### config.mk
export PLATFORM = sky130hd
export DESIGN_NAME = mips_mem_responder_flat
export DESIGN_NICKNAME = d
export VERILOG_FILES = /design/src/rtl/mips_mem_pkg.sv /design/src/rtl/mips_mem_responder_if.sv /design/src/rtl/mips_mem_array.sv /design/src/rtl/mips_mem_responder.sv /design/src/flat_wrapper.sv
export SDC_FILE = /design/constraint.sdc
export NUM_CORES = 2
export LEC_CHECK = 0
export CAP_MARGIN = 20
export CORE_ASPECT_RATIO = 1.1
export CORE_MARGIN = 5
export CORE_UTILIZATION = 55
export CTS_CLUSTER_DIAMETER = 60
export DETAILED_ROUTE_END_ITERATION = 6
export PLACE_DENSITY = 0.7
export RECOVER_POWER = 100
export SETUP_SLACK_MARGIN = 0.15
export SLEW_MARGIN = 15
export SYNTH_ARGS = -nofsm -noshare
export SYNTH_HDL_FRONTEND = slang
export SYNTH_HIERARCHICAL = 1
export SYNTH_SLANG_ARGS = --single-unit
### constraint.sdc
create_clock -name clk -period 5.8 [get_ports clk]
set_input_delay 0.87 -clock clk [delete_from_list [all_inputs] [get_ports clk]]
set_output_delay 0.87 -clock clk [all_outputs]
set_load 0.005 [all_outputs]
### src/rtl/mips_mem_pkg.sv
// mips_mem_pkg: shared types and widths for the mips_mem_responder slice
package mips_mem_pkg;
  localparam int WORD_W = 32;
  localparam int CNT_W = 4;
  typedef enum logic [1:0] {IDLE, WAIT, RESP} state_e;
endpackage

### src/rtl/mips_mem_responder_if.sv
// mips_mem_responder_if: req/ready memory bus (master: req, we, addr, wdata -> ready, rdata, err)
interface mips_mem_responder_if;
  import mips_mem_pkg::*;
  logic req;
  logic we;
  logic [WORD_W-1:0] addr;
  logic [WORD_W-1:0] wdata;
  logic ready;
  logic [WORD_W-1:0] rdata;
  logic err;
  modport master(output req, we, addr, wdata, input ready, rdata, err);
  modport slave(input req, we, addr, wdata, output ready, rdata, err);
endinterface

### src/rtl/mips_mem_array.sv
// mips_mem_array: DEPTHx32 word store, sync write, registered read (re loads rdata, clr forces 0), shared idx
module mips_mem_array import mips_mem_pkg::*; #(
  parameter int DEPTH = 64,
  parameter int AW = $clog2(DEPTH)
) (
  input  logic              clk,
  input  logic              reset_n,
  input  logic              we,
  input  logic              re,
  input  logic              clr,
  input  logic [AW-1:0]     idx,
  input  logic [WORD_W-1:0] wdata,
  output logic [WORD_W-1:0] rdata
);
  logic [WORD_W-1:0] mem [DEPTH];
  logic [WORD_W-1:0] rdata_q, rdata_d;
  always_ff @(posedge clk) begin
    if (we) mem[idx] <= wdata;
  end
  always_comb rdata_d = re ? (clr ? '0 : mem[idx]) : rdata_q;
  always_ff @(posedge clk or negedge reset_n) begin
    if (!reset_n) rdata_q <= '0;
    else rdata_q <= rdata_d;
  end
  assign rdata = rdata_q;
endmodule

### src/rtl/mips_mem_responder.sv
// mips_mem_responder: wait-stated word memory responder (clk, reset_n, bus slave); MIPS_MEM_ALIGN_CHECK_EN enables misalignment err
module mips_mem_responder import mips_mem_pkg::*; #(
  parameter int DEPTH = 64,
  parameter int LATENCY = 2
) (
  input logic clk,
  input logic reset_n,
  mips_mem_responder_if.slave bus
);
  localparam int AW = $clog2(DEPTH);
  state_e state_q, state_d;
  logic [CNT_W-1:0] cnt_q, cnt_d;
  logic we_q, we_d;
  logic [AW+1:0] addr_q, addr_d;
  logic [WORD_W-1:0] wdata_q, wdata_d;
  logic ready_q, ready_d;
  logic err_q, err_d;
  logic idle, take, acc, cur_we, mis, unused_bits;
  logic [AW+1:0] cur_addr;
  logic [WORD_W-1:0] cur_wdata, rdata;
  always_comb begin
    idle = state_q == IDLE;
    take = idle && bus.req;
    cur_we = idle ? bus.we : we_q;
    cur_addr = idle ? bus.addr[AW+1:0] : addr_q;
    cur_wdata = idle ? bus.wdata : wdata_q;
    acc = idle ? take && LATENCY == 0 : state_q == WAIT && cnt_q == CNT_W'(1);
`ifdef MIPS_MEM_ALIGN_CHECK_EN
    mis = cur_addr[1:0] != 2'b00;
`else
    mis = 1'b0;
`endif
    state_d = idle ? (bus.req ? (LATENCY == 0 ? RESP : WAIT) : IDLE)
            : state_q == WAIT ? (cnt_q == CNT_W'(1) ? RESP : WAIT) : IDLE;
    cnt_d = take ? CNT_W'(LATENCY) : state_q == WAIT ? cnt_q - CNT_W'(1) : cnt_q;
    we_d = take ? bus.we : we_q;
    addr_d = take ? bus.addr[AW+1:0] : addr_q;
    wdata_d = take ? bus.wdata : wdata_q;
    ready_d = acc;
    err_d = acc && mis;
    unused_bits = ^{bus.addr[WORD_W-1:AW+2], cur_addr[1:0]};
  end
  always_ff @(posedge clk or negedge reset_n) begin
    if (!reset_n) begin
      state_q <= IDLE;
      cnt_q <= '0;
      we_q <= 1'b0;
      addr_q <= '0;
      wdata_q <= '0;
      ready_q <= 1'b0;
      err_q <= 1'b0;
    end else begin
      state_q <= state_d;
      cnt_q <= cnt_d;
      we_q <= we_d;
      addr_q <= addr_d;
      wdata_q <= wdata_d;
      ready_q <= ready_d;
      err_q <= err_d;
    end
  end
  mips_mem_array #(.DEPTH(DEPTH)) u_array (
    .clk(clk),
    .reset_n(reset_n),
    .we(acc && cur_we && !mis),
    .re(acc && (!cur_we || mis)),
    .clr(mis),
    .idx(cur_addr[AW+1:2]),
    .wdata(cur_wdata),
    .rdata(rdata)
  );
  assign bus.ready = ready_q;
  assign bus.rdata = rdata;
  assign bus.err = err_q;
endmodule

### src/flat_wrapper.sv
// flat-port wrapper written by rule: the top's interface ports become plain ports
module mips_mem_responder_flat import mips_mem_pkg::*;
#(
  parameter int DEPTH = 64,
  parameter int LATENCY = 2
)
  (clk, reset_n, bus_req, bus_we, bus_addr, bus_wdata, bus_ready, bus_rdata, bus_err);
  mips_mem_responder_if bus_i ();
  input logic clk;
  input logic reset_n;
  input wire logic [$bits(bus_i.req)-1:0] bus_req;
  input wire logic [$bits(bus_i.we)-1:0] bus_we;
  input wire logic [$bits(bus_i.addr)-1:0] bus_addr;
  input wire logic [$bits(bus_i.wdata)-1:0] bus_wdata;
  output wire logic [$bits(bus_i.ready)-1:0] bus_ready;
  output wire logic [$bits(bus_i.rdata)-1:0] bus_rdata;
  output wire logic [$bits(bus_i.err)-1:0] bus_err;
  assign bus_i.req = bus_req;
  assign bus_i.we = bus_we;
  assign bus_i.addr = bus_addr;
  assign bus_i.wdata = bus_wdata;
  assign bus_ready = bus_i.ready;
  assign bus_rdata = bus_i.rdata;
  assign bus_err = bus_i.err;
  mips_mem_responder #(.DEPTH(DEPTH), .LATENCY(LATENCY)) u_core (.clk(clk), .reset_n(reset_n), .bus(bus_i));
endmodule
==> metrics.md <==
| Metric | Value |
|---|---|
| Run status | complete, but fails checks |
| Failing checks | max-capacitance violations, max-slew violations |
| Fillers | 10,338 |
| Routed wirelength normalized by instance count | 32.1 um |
| First drt pass iteration count | 5 |
| IR drop worst, VDD | 0.483 mV |
| Crit Path Class | reg2reg |
| Worst Path Max Fanout | 19 |
| Worst slew margin relative to its limit | -142% |
| Total GRT Usage | 28.5% |
| CTS hold repair buffers | 0 |
| Mapped Area | 81,200 um2 |
| Distinct cell type count of the synthesized netlist | 77 |
| Maximum number of pins on one net before global-route repair | 98 |
| Worst reg2reg path startpoint | u_core/bus.ready |
| Max Clk Rate | 180 MHz |
| Final setup violating endpoints | 0 |
| Share of power burned in the clock network | 24.9% |
| Final Util | 62.2% |
| Number of clock sinks seen by CTS | 2,125 |
| Worst Setup SP | u_core/bus.ready |
| RePlAce Congestion | 0.879 |
| Net switching share of the total power | 36.6% |
| Total count of max-transition violations in the final report | 2,551 |
| Gate Count Post-Synth | 4,691 |
| I/O Buffers | 74 |
| Final critical path time including I/O delays and setup | 5.54 ns |
| Period Utilization, post-route | 95.5% |
| Register bit count reported by yosys | 2,125 |
| Antenna violations before repair | 3 |
| Leakage power of the design | 28.5 nW |
| First-pass GRT wire length | 322 mm |
| R2R cell count | 7 |
| Power per cell area | 561 nW/um2 |
| Sequential power share | 40.3% |
| End of the worst register-to-register path | u_core/u_array/mem[50][9] |
| Slew at the pin closest to its max-slew limit | 3.63 ns |
| Final-layout setup total negative slack | 0 ns |
| Post-CTS Repair Setup Buffers | 0 |
| Class of the worst hold path | reg2reg |
| Placed Instance Area | 85,500 um2 |
| Number of nets in the finished design | 4,926 |
| Final wirelength | 224 mm |
| Clock slew at reported path FFs | 0.07 ns |
| Commonest cells post-synth | edfxtp_1 (2,048), a22oi_1 (567), o22ai_1 (281) |
| Part of the total power dissipated in combinational logic | 34.8% |
| Core area | 146,000 um2 |
| Via count | 47,771 |
| Setup slack of the critical path after layout | 0.259 ns |
| Top-area cell type share of the netlist area | 75.7% |
| Total DRC errors in the routed layout | 0 |
| Starting density of the core | 55.5% |
| CTS tree | built |
| Ranking of synthesized cells by area | edfxtp_1 (76%), a22oi_1 (5.2%), dfrtp_1 (2.4%), mux2i_1 (2.3%), o22ai_1 (2.2%) |
| Number of synthesized flops with an enable pin | 2,048 |
| Pint | 32.4 mW |
| Count of boundary I/O pins | 102 |
| Iteration-0 DRC Markers | 6,628 |
| Synth-to-layout area growth | 12.1% |
| Inserted Clock Buffers | 197 |
| Detail-routed via count per cell | 6.86 |
| Placement row count | 147 |
| Data required time of the critical path | 6.32 ns |
| Die height | 413 um |
| Aggregate global routing overflow | 0 |
| Warning count from the yosys run | 6 |
| Proportion of synthesized flip-flops having asynchronous set or reset | 3.62% |
| Worst Clk Skew | 0.0295 ns |
| Number of buffers on the longest clock path | 3 |
| End point of the worst hold path | u_core/wdata_q[13] |
| Crit path arrival time | 6.06 ns |
| Via count of the first global-routing pass | 46,492 |
| Resize count post-CTS | 0 |
| Leading cell type by number of instances after synthesis | edfxtp_1 |
| Number of levels the H-tree was split into | 4 |
| Startpoint kind of the worst setup timing path | flop |
| Yosys top cell by area | edfxtp_1 |
| Hold Path Depth | 1 |
| Register-to-Register Setup Slack | 0.26 ns |
| Design Area, Final | 91,000 um2 |
| Final Hold Vio Count | 0 |
| Final antenna-violating net count | 0 |
| Max-cap check violation count | 57 |
| Switching power total | 18.7 mW |
| Die outline width | 376 um |
| Sum of net half-perimeters after detailed placement | 129 mm |
| Source of the worst hold timing path | u_core/wdata_q[13] |
| Avg Synthesized Cell Area | 17.3 um2 |
| Die ar. | 155,000 um2 |
| Setup repair after global routing missed its margin | no |
| Share of synthesized area occupied by flip-flops and latches | 78.1% |
| Cell at the root of the clock tree | clkbuf_16 |
| Worst hold margin | 0.492 ns |
| Placement Setup Slack | 0.453 ns |
| Most common flop cell mapped by yosys | edfxtp_1 |
| Critical path endpoint category | flop |
| Proportion of layout cells with a drive suffix above 1 | 11.8% |
| Source-to-sink clock delay at the later pin of the worst-skew pair | 0.83 ns |
==> worst max-delay path by stage <==
stage                                             to  slack [ns]  cells past startpoint
after detailed placement    u_core/u_array/rdata[19]        0.45                      9
after CTS                   u_core/u_array/rdata[19]        0.77                      9
final                      u_core/u_array/mem[50][9]        0.26                      7
after global routing      u_core/u_array/mem[50][19]        0.27                      7
after global placement      u_core/u_array/rdata[13]        0.31                      9
after floorplan            u_core/u_array/mem[18][0]        1.65                      9
==> sequential cells by signal, indices dropped and copies added, names as in the netlist <==
signal and count:
u_core/cnt_q 4, u_core/we_q 1, u_core/u_array/rdata 32, u_core/wdata_q 32, u_core/state_q 1, u_core/addr_q 6, u_core/bus.ready 1, u_core/u_array/mem 2048
==> power by group through the flow <==
stage	sequential (mW)	combinational (mW)	clock [mW]
floorplan	20.3	10.7	0
global placement	20.5	17.4	0
detailed placement	20.5	17.7	0
CTS	20.2	17.8	12.8
global route	20.6	18.6	13.5
finish	20.6	17.8	12.7
==> worst max-delay path, stage by stage (launching register included) <==
cell and delay, ns:
dfrtp_1 0.47, nor2_4 0.55, mux2_1 1.06, inv_1 0.26, or3_1 0.72, clkbuf_1 0.27, nor2_1 1.58, buf_12 0.29
==> cell families (layout without fill, tap and decap cells) <==
logic type	count (synthesis)	count (layout)	synth area share, %
flops	2125	2125	78.1
compound gates	1379	1379	12.4
simple gates	509	509	2.93
buf+inv	362	696	2.26
mux	312	312	4.28
fa+ha+maj	2	2	0.0308
other cells	1	4	0.00462
xor+xnor	1	1	0.0108
==> cell usage in the layout (no fill, tap or decap), types with 77 or more instances in the layout <==
master,netlist,layout
a221oi_1,173,173
buf_4,23,103
a22oi_1,567,567
mux2i_1,184,184
a21oi_1,99,99
o22ai_1,281,281
clkbuf_1,134,116
edfxtp_1,2048,2048
nor2_1,229,196
clkbuf_16,0,198
nor3_1,95,95
dfrtp_1,77,77
==> per-layer routing <==
layer	global-route usage [%]	share of wire (%)	vias to the layer above
met3	6.18	11	505
met2	46.1	48	3185
met1	38.6	36	24298
met5	0	0	-
met4	10.3	4.2	0
li1	-	-	19783
==> through the flow <==
stage | cells | total power, mW
final | 6965 | 51.0
after global routing | 6964 | 52.7
after CTS | 6964 | 50.8
after detailed placement | 6594 | 38.2
after global placement | 6593 | 37.8
after floorplan | 4693 | 31.1
==> final cells by class <==
| class | instances | area, um2 | share of cell area [%] |
|---|---|---|---|
| Sequential cell | 2125 | 63400 | 69.7 |
| Timing Repair Buffer | 318 | 2660 | 2.93 |
| Multi-Input combinational cell | 2206 | 16100 | 17.7 |
| Inverter | 8 | 30.0 | 0.0330 |
| Antenna cell | 1 | 2.50 | 0.00275 |
| Clock inverter | 126 | 1190 | 1.31 |
| Tap cell | 1937 | 2420 | 2.66 |
| Clock buffer | 244 | 5170 | 5.68 |
Note: power is estimated with default switching activity, not from simulation.
